==> src/rtl/waveform_loader_pkg.sv <==
// Shared types and constants for the host-side waveform ingest stage.
// Holds the FSM state encoding, error codes and header field positions.
package waveform_loader_pkg;

  typedef enum logic [2:0] {
    ST_IDLE   = 3'd0,
    ST_REQ    = 3'd1,
    ST_STREAM = 3'd2,
    ST_PAD    = 3'd3,
    ST_DRAIN  = 3'd4
  } state_e;

  localparam logic [1:0] ERR_NONE    = 2'd0;
  localparam logic [1:0] ERR_BAD_HDR = 2'd1;
  localparam logic [1:0] ERR_SHORT   = 2'd2;
  localparam logic [1:0] ERR_LONG    = 2'd3;

  localparam int HDR_MAGIC_MSB = 31;
  localparam int HDR_MAGIC_LSB = 16;
  localparam int HDR_LEN_MSB   = 15;
  localparam int HDR_LEN_LSB   = 0;

endpackage

==> src/rtl/waveform_loader.sv <==
// Validates a framed host packet and forwards exactly N words to the waveform
// streamer, padding short packets with zeros and draining long or bad ones.
module waveform_loader
  import waveform_loader_pkg::*;
#(
  parameter int          MAX_WORDS = 4096,
  parameter logic [15:0] HDR_MAGIC = 16'hA5A5
) (
  input  logic         clk_in1,
  input  logic         areset,
  input  logic [31:0]  s_axis_tdata,
  input  logic         s_axis_tvalid,
  input  logic         s_axis_tlast,
  output logic         s_axis_tready,
  output logic [127:0] waveform_parameters,
  output logic         init_wf_write,
  input  logic         wf_write_ready,
  output logic [31:0]  wfin_axis_tdata,
  output logic         wfin_axis_tvalid,
  output logic         wfin_axis_tlast,
  output logic [3:0]   wfin_axis_tkeep,
  input  logic         wfin_axis_tready,
  output logic         load_done,
  output logic         load_err,
  output logic [1:0]   err_code
);

  localparam logic [15:0] MaxLen = 16'(MAX_WORDS);

  state_e      state_q, state_d;
  logic [15:0] len_q, len_d;
  logic [15:0] cnt_q, cnt_d;
  logic [1:0]  err_q, err_d;
  logic        hdr_last_q, hdr_last_d;
  logic        done_q, done_d;
  logic        errp_q, errp_d;
  logic        live_q;

  logic [15:0] hdr_magic;
  logic [15:0] hdr_len;
  logic        hdr_legal;
  logic        last_word;
  logic        s_hs;
  logic        w_hs;

  assign hdr_magic = s_axis_tdata[HDR_MAGIC_MSB:HDR_MAGIC_LSB];
  assign hdr_len   = s_axis_tdata[HDR_LEN_MSB:HDR_LEN_LSB];
  assign hdr_legal = (hdr_magic == HDR_MAGIC) && (hdr_len != 16'd0) && (hdr_len <= MaxLen);
  assign last_word = (cnt_q == (len_q - 16'd1));
  assign s_hs      = s_axis_tvalid && s_axis_tready;
  assign w_hs      = wfin_axis_tvalid && wfin_axis_tready;

  // IDLE holds tready low until the first edge after reset so every output starts at 0.
  always_comb begin
    s_axis_tready    = 1'b0;
    init_wf_write    = 1'b0;
    wfin_axis_tvalid = 1'b0;
    wfin_axis_tdata  = 32'd0;
    wfin_axis_tlast  = 1'b0;
    unique case (state_q)
      ST_IDLE:   s_axis_tready = live_q;
      ST_REQ:    init_wf_write = 1'b1;
      ST_STREAM: begin
        wfin_axis_tvalid = s_axis_tvalid;
        wfin_axis_tdata  = s_axis_tdata;
        wfin_axis_tlast  = last_word;
        s_axis_tready    = wfin_axis_tready;
      end
      ST_PAD: begin
        wfin_axis_tvalid = 1'b1;
        wfin_axis_tlast  = last_word;
      end
      ST_DRAIN:  s_axis_tready = 1'b1;
      default:   s_axis_tready = 1'b0;
    endcase
  end

  assign wfin_axis_tkeep     = wfin_axis_tvalid ? 4'hF : 4'h0;
  assign waveform_parameters = {96'd0, 16'd0, len_q};
  assign load_done           = done_q;
  assign load_err            = errp_q;
  assign err_code            = err_q;

  // Short/long decisions look only at the word actually handshaken this cycle.
  always_comb begin
    state_d    = state_q;
    len_d      = len_q;
    cnt_d      = cnt_q;
    err_d      = err_q;
    hdr_last_d = hdr_last_q;
    done_d     = 1'b0;
    errp_d     = 1'b0;
    unique case (state_q)
      ST_IDLE: begin
        if (s_hs) begin
          len_d      = hdr_len;
          hdr_last_d = s_axis_tlast;
          if (hdr_legal) begin
            err_d   = ERR_NONE;
            state_d = ST_REQ;
          end else begin
            err_d = ERR_BAD_HDR;
            if (s_axis_tlast) begin
              errp_d = 1'b1;
            end else begin
              state_d = ST_DRAIN;
            end
          end
        end
      end
      ST_REQ: begin
        if (wf_write_ready) begin
          cnt_d = 16'd0;
          if (hdr_last_q) begin
            err_d   = ERR_SHORT;
            state_d = ST_PAD;
          end else begin
            state_d = ST_STREAM;
          end
        end
      end
      ST_STREAM: begin
        if (w_hs) begin
          if (last_word) begin
            if (s_axis_tlast) begin
              done_d  = 1'b1;
              state_d = ST_IDLE;
            end else begin
              err_d   = ERR_LONG;
              state_d = ST_DRAIN;
            end
          end else begin
            cnt_d = cnt_q + 16'd1;
            if (s_axis_tlast) begin
              err_d   = ERR_SHORT;
              state_d = ST_PAD;
            end
          end
        end
      end
      ST_PAD: begin
        if (w_hs) begin
          if (last_word) begin
            done_d  = 1'b1;
            errp_d  = (err_q != ERR_NONE);
            state_d = ST_IDLE;
          end else begin
            cnt_d = cnt_q + 16'd1;
          end
        end
      end
      ST_DRAIN: begin
        if (s_hs && s_axis_tlast) begin
          errp_d  = (err_q != ERR_NONE);
          state_d = ST_IDLE;
        end
      end
      default: state_d = ST_IDLE;
    endcase
  end

  always_ff @(posedge clk_in1 or posedge areset) begin
    if (areset) begin
      state_q    <= ST_IDLE;
      len_q      <= 16'd0;
      cnt_q      <= 16'd0;
      err_q      <= ERR_NONE;
      hdr_last_q <= 1'b0;
      done_q     <= 1'b0;
      errp_q     <= 1'b0;
      live_q     <= 1'b0;
    end else begin
      state_q    <= state_d;
      len_q      <= len_d;
      cnt_q      <= cnt_d;
      err_q      <= err_d;
      hdr_last_q <= hdr_last_d;
      done_q     <= done_d;
      errp_q     <= errp_d;
      live_q     <= 1'b1;
    end
  end

endmodule

==> config.mk <==
export PLATFORM = sky130hd
export DESIGN_NAME = waveform_loader
export DESIGN_NICKNAME = d
export VERILOG_FILES = /design/src/rtl/waveform_loader_pkg.sv /design/src/rtl/waveform_loader.sv
export SDC_FILE = /design/constraint.sdc
export NUM_CORES = 1
export LEC_CHECK = 0
export ABC_CLOCK_PERIOD_IN_PS = 2950
export BUFFER_PORTS_ARGS = -buffer_cell sky130_fd_sc_hd__buf_2
export CAP_MARGIN = 20
export CORE_MARGIN = 5
export CORE_UTILIZATION = 46
export DETAILED_ROUTE_END_ITERATION = 10
export PLACE_DENSITY_LB_ADDON = 0.08
export SKIP_LAST_GASP = 1
export SLEW_MARGIN = 20
export SYNTH_ARGS = -nofsm -noshare
export SYNTH_HDL_FRONTEND = slang
export SYNTH_SLANG_ARGS = --single-unit
==> constraint.sdc <==
create_clock -name clk_in1 -period 2.95 [get_ports clk_in1]
set_input_delay 0.295 -clock clk_in1 [delete_from_list [all_inputs] [get_ports clk_in1]]
set_output_delay 0.295 -clock clk_in1 [all_outputs]
set_load 0.05 [all_outputs]
==> out/qor.csv <==
metric,value,unit
start_util,46.3,%
start_kind,flip-flop,
crit_arrival,2570,ps
cts_buffers,5,
status,finished clean,
drc,0,
core_area,8590,um2
yosysSeqAreaShare,25.8,%
period_needed,2870,ps
p_sw,2.52,mW
post-route-period-util,97.2,%
nNetsFinal,627,
p_int,1.94,mW
synth_edf_count,0,
powerDensity,1010,nW/um2
p_seq_share,22.7,%
fin_worst_skew,9.55,ps
clockRootBuffer,clkbuf_8,
place_ws,93.0,ps
hold_depth,3,
critPathCaptureType,primary output,
yosys-top-cells-area,"dfrtp_1 26%, buf_4 22%, and3_1 5.7%, mux2_2 4.2%, nand2_1 2.7%",
clock_sinks,41,
clockBufferDepth,2,
synth-compound-area-share,10.6,%
routabilityCongestion,0.965,
fmax,349,MHz
setup_ws,81.7,ps
postSynthAreaPerCell,8.24,um2
dp_cells,680,
worstPathRequired,2650,ps
wl_per_cell,15.5,um
combPwrFrac,66.5,%
timing.hold.ws,258,ps
vias,3591,
nFillCells,882,
grt_max_degree,37,
viasPerCell,5.16,
drt_iter0_drc,185,
track_usage,19.9,%
synthToLayoutAreaGrowth,10.8,%
synth_ff_type,dfrtp_1,
clk_pin_slew_worst_paths,80,ps
final-max-slew-violation-count,0,
syn_area,3980,um2
diodes,0,
yosys.area_share.adder,0.629,%
synth_top_area_cell,dfrtp_1,
synth_cell_types,56,
grt_pass1_vias,3343,
drt_first_pass_iters,4,
synth.top_cell.area_share,25.8,%
fp.dieW,103,um
drive_gt1_share,28.7,%
setup_tns,0,ps
worst_pin_slew,779,ps
synth_xor_xnor_area_share,4.18,%
path_class,flip-flop to primary output,
hp-class,input pin to flip-flop,
p_leak,2.30,nW
die_y,103,um
cts-htree-levels,2,
grt_pass1_wl,16900,um
ir_worst_vdd,1080,uV
hold_viol_final,0,
ios,210,
yosysWarnings,0,
synthMuxAreaShare,5.00,%
p_clk_share,10.7,%
reg2regPathDepth,9,
setup_viol,0,
grt_overflow,0,
yosys-top-cells-count,"117 x buf_4, 41 x dfrtp_1, 36 x and3_1, 29 x nand2_1, 25 x nor2_1",
antenna_found_initial,0,
dieArea,10600,um2
yosysMostFrequentCell,buf_4,
slew_headroom,48.0,%
ant_nets,0,
drt_wl_total,10800,um
drv_cap,0,
ys_ff_latch,41,
syn_inst,483,
dp_hpwl,8400,um
port-buffer-count,97,
stdcell_count,696,
switching_share,56.5,%
path_max_fanout,8,
synth-simple-area-share,27.7,%
synth_top_family_by_area,simple AND/OR/NAND/NOR gates,
cts_tree,built,
rows,34,
async_reset_ff_share,100,%
insertion_delay,290,ps
[worst paths after layout]
kind	startpoint	end	slack, ps
setup / recovery	len_q[0]	wfin_axis_tlast	80
hold / removal	s_axis_tdata[1]	len_q[1]	260
setup reg to reg	len_q[0]	cnt_q[14]	190
hold reg to reg	hdr_last_q	hdr_last_q	540
max in group asynchronous	areset	len_q[2]	1930
min in group asynchronous	areset	len_q[14]	430
[flip-flops by register name (all words and copies together) (netlist names)]
name	cells
live_q	1
state_q	3
cnt_q	16
load_err	1
err_code	2
hdr_last_q	1
load_done	1
len_q	16
[through the flow]
stage | utilization, % | power, mW | cell area [um2]
4_1_cts | 51.1 | 4.44 | 4390
6_report | 51.3 | 4.45 | 4410
3_5_place_dp | 48.7 | 3.87 | 4190
2_1_floorplan | - | 3.32 | 4400
3_3_place_gp | 48.7 | 3.85 | 4190
5_1_grt | 51.3 | 4.74 | 4410
[critical path, stage by stage (launching register included)]
cell and delay, ps:
dfrtp_1 390, or4_4 550, buf_4 190, nor4b_2 240, xnor2_1 150, a211oi_2 260
nand4_1 180, nor2_2 150, buf_6 170
[power groups by stage]
| stage | registers, mW | clock network, mW | logic, mW |
|---|---|---|---|
| detailed placement | 1.03 | 0 | 2.84 |
| floorplan | 1.41 | 0 | 1.91 |
| global route | 1.05 | 0.518 | 3.17 |
| finish | 1.01 | 0.478 | 2.96 |
| global placement | 1.03 | 0 | 2.82 |
| CTS | 1.01 | 0.495 | 2.93 |
[logic make-up after synthesis]
| family | count (synthesis) |
|---|---|
| buf+inv | 149 |
| mux | 18 |
| flops | 41 |
| fa+ha+maj | 2 |
| other cells | 2 |
| xor+xnor | 19 |
| simple gates | 189 |
| compound gates | 63 |
[what timing repair did]
action | 4_1_cts | 5_1_grt
setup endpoints to repair | 1 | 3
setup buffers | 7 | 0
pin swaps | 5 | 4
hold buffers | 1 | 0
gates resized for setup | 7 | 4
endpoints found under the hold margin | 3 | 0
[layer usage]
layer | track usage, % | up-vias | share of wire (%)
met2 | 34.7 | 138 | 51
met1 | 26.6 | 1739 | 42
met4 | 3.49 | 0 | 0.73
li1 | - | 1702 | -
met5 | 0 | - | 0
met3 | 2.84 | 12 | 6.7
[layout by cell type, fill, tap and decap left out, types with 3 or more instances in the layout]
| master | n |
|---|---|
| conb_1 | 113 |
| buf_2 | 96 |
| dfrtp_1 | 38 |
| and3_1 | 36 |
| nand2_1 | 29 |
| buf_4 | 29 |
| nor2_1 | 24 |
| mux2_2 | 15 |
| nor3_1 | 13 |
| a21oi_1 | 13 |
| nand3_1 | 11 |
| nand4_1 | 10 |
| xor2_1 | 10 |
| nor4_1 | 9 |
| o21ai_1 | 9 |
| xnor2_1 | 9 |
| or3_1 | 9 |
| or4_1 | 9 |
| inv_1 | 8 |
| o21ai_0 | 7 |
| o211ai_1 | 6 |
| clkbuf_8 | 6 |
| nand3b_1 | 5 |
| nor3b_1 | 4 |
| nand2b_1 | 4 |
| a2bb2oi_1 | 4 |
| o31ai_1 | 4 |
| a31oi_1 | 3 |
| nor4b_1 | 3 |
| or2_2 | 3 |
| mux2i_1 | 3 |
| dfrtp_2 | 3 |
[area by class of cell]
cell class / instances / area, um2 / share of cell area (%)
Tap cell: 108 / 135 / 3.06
Clock buffer: 7 / 86.3 / 1.96
Inverter: 8 / 30.0 / 0.681
Sequential cell: 41 / 1030 / 23.3
Multi-Input combinational cell: 404 / 2380 / 54.0
Clock inverter: 1 / 30.0 / 0.681
Timing Repair Buffer: 127 / 719 / 16.3
Power figures use the tool's default switching activity.
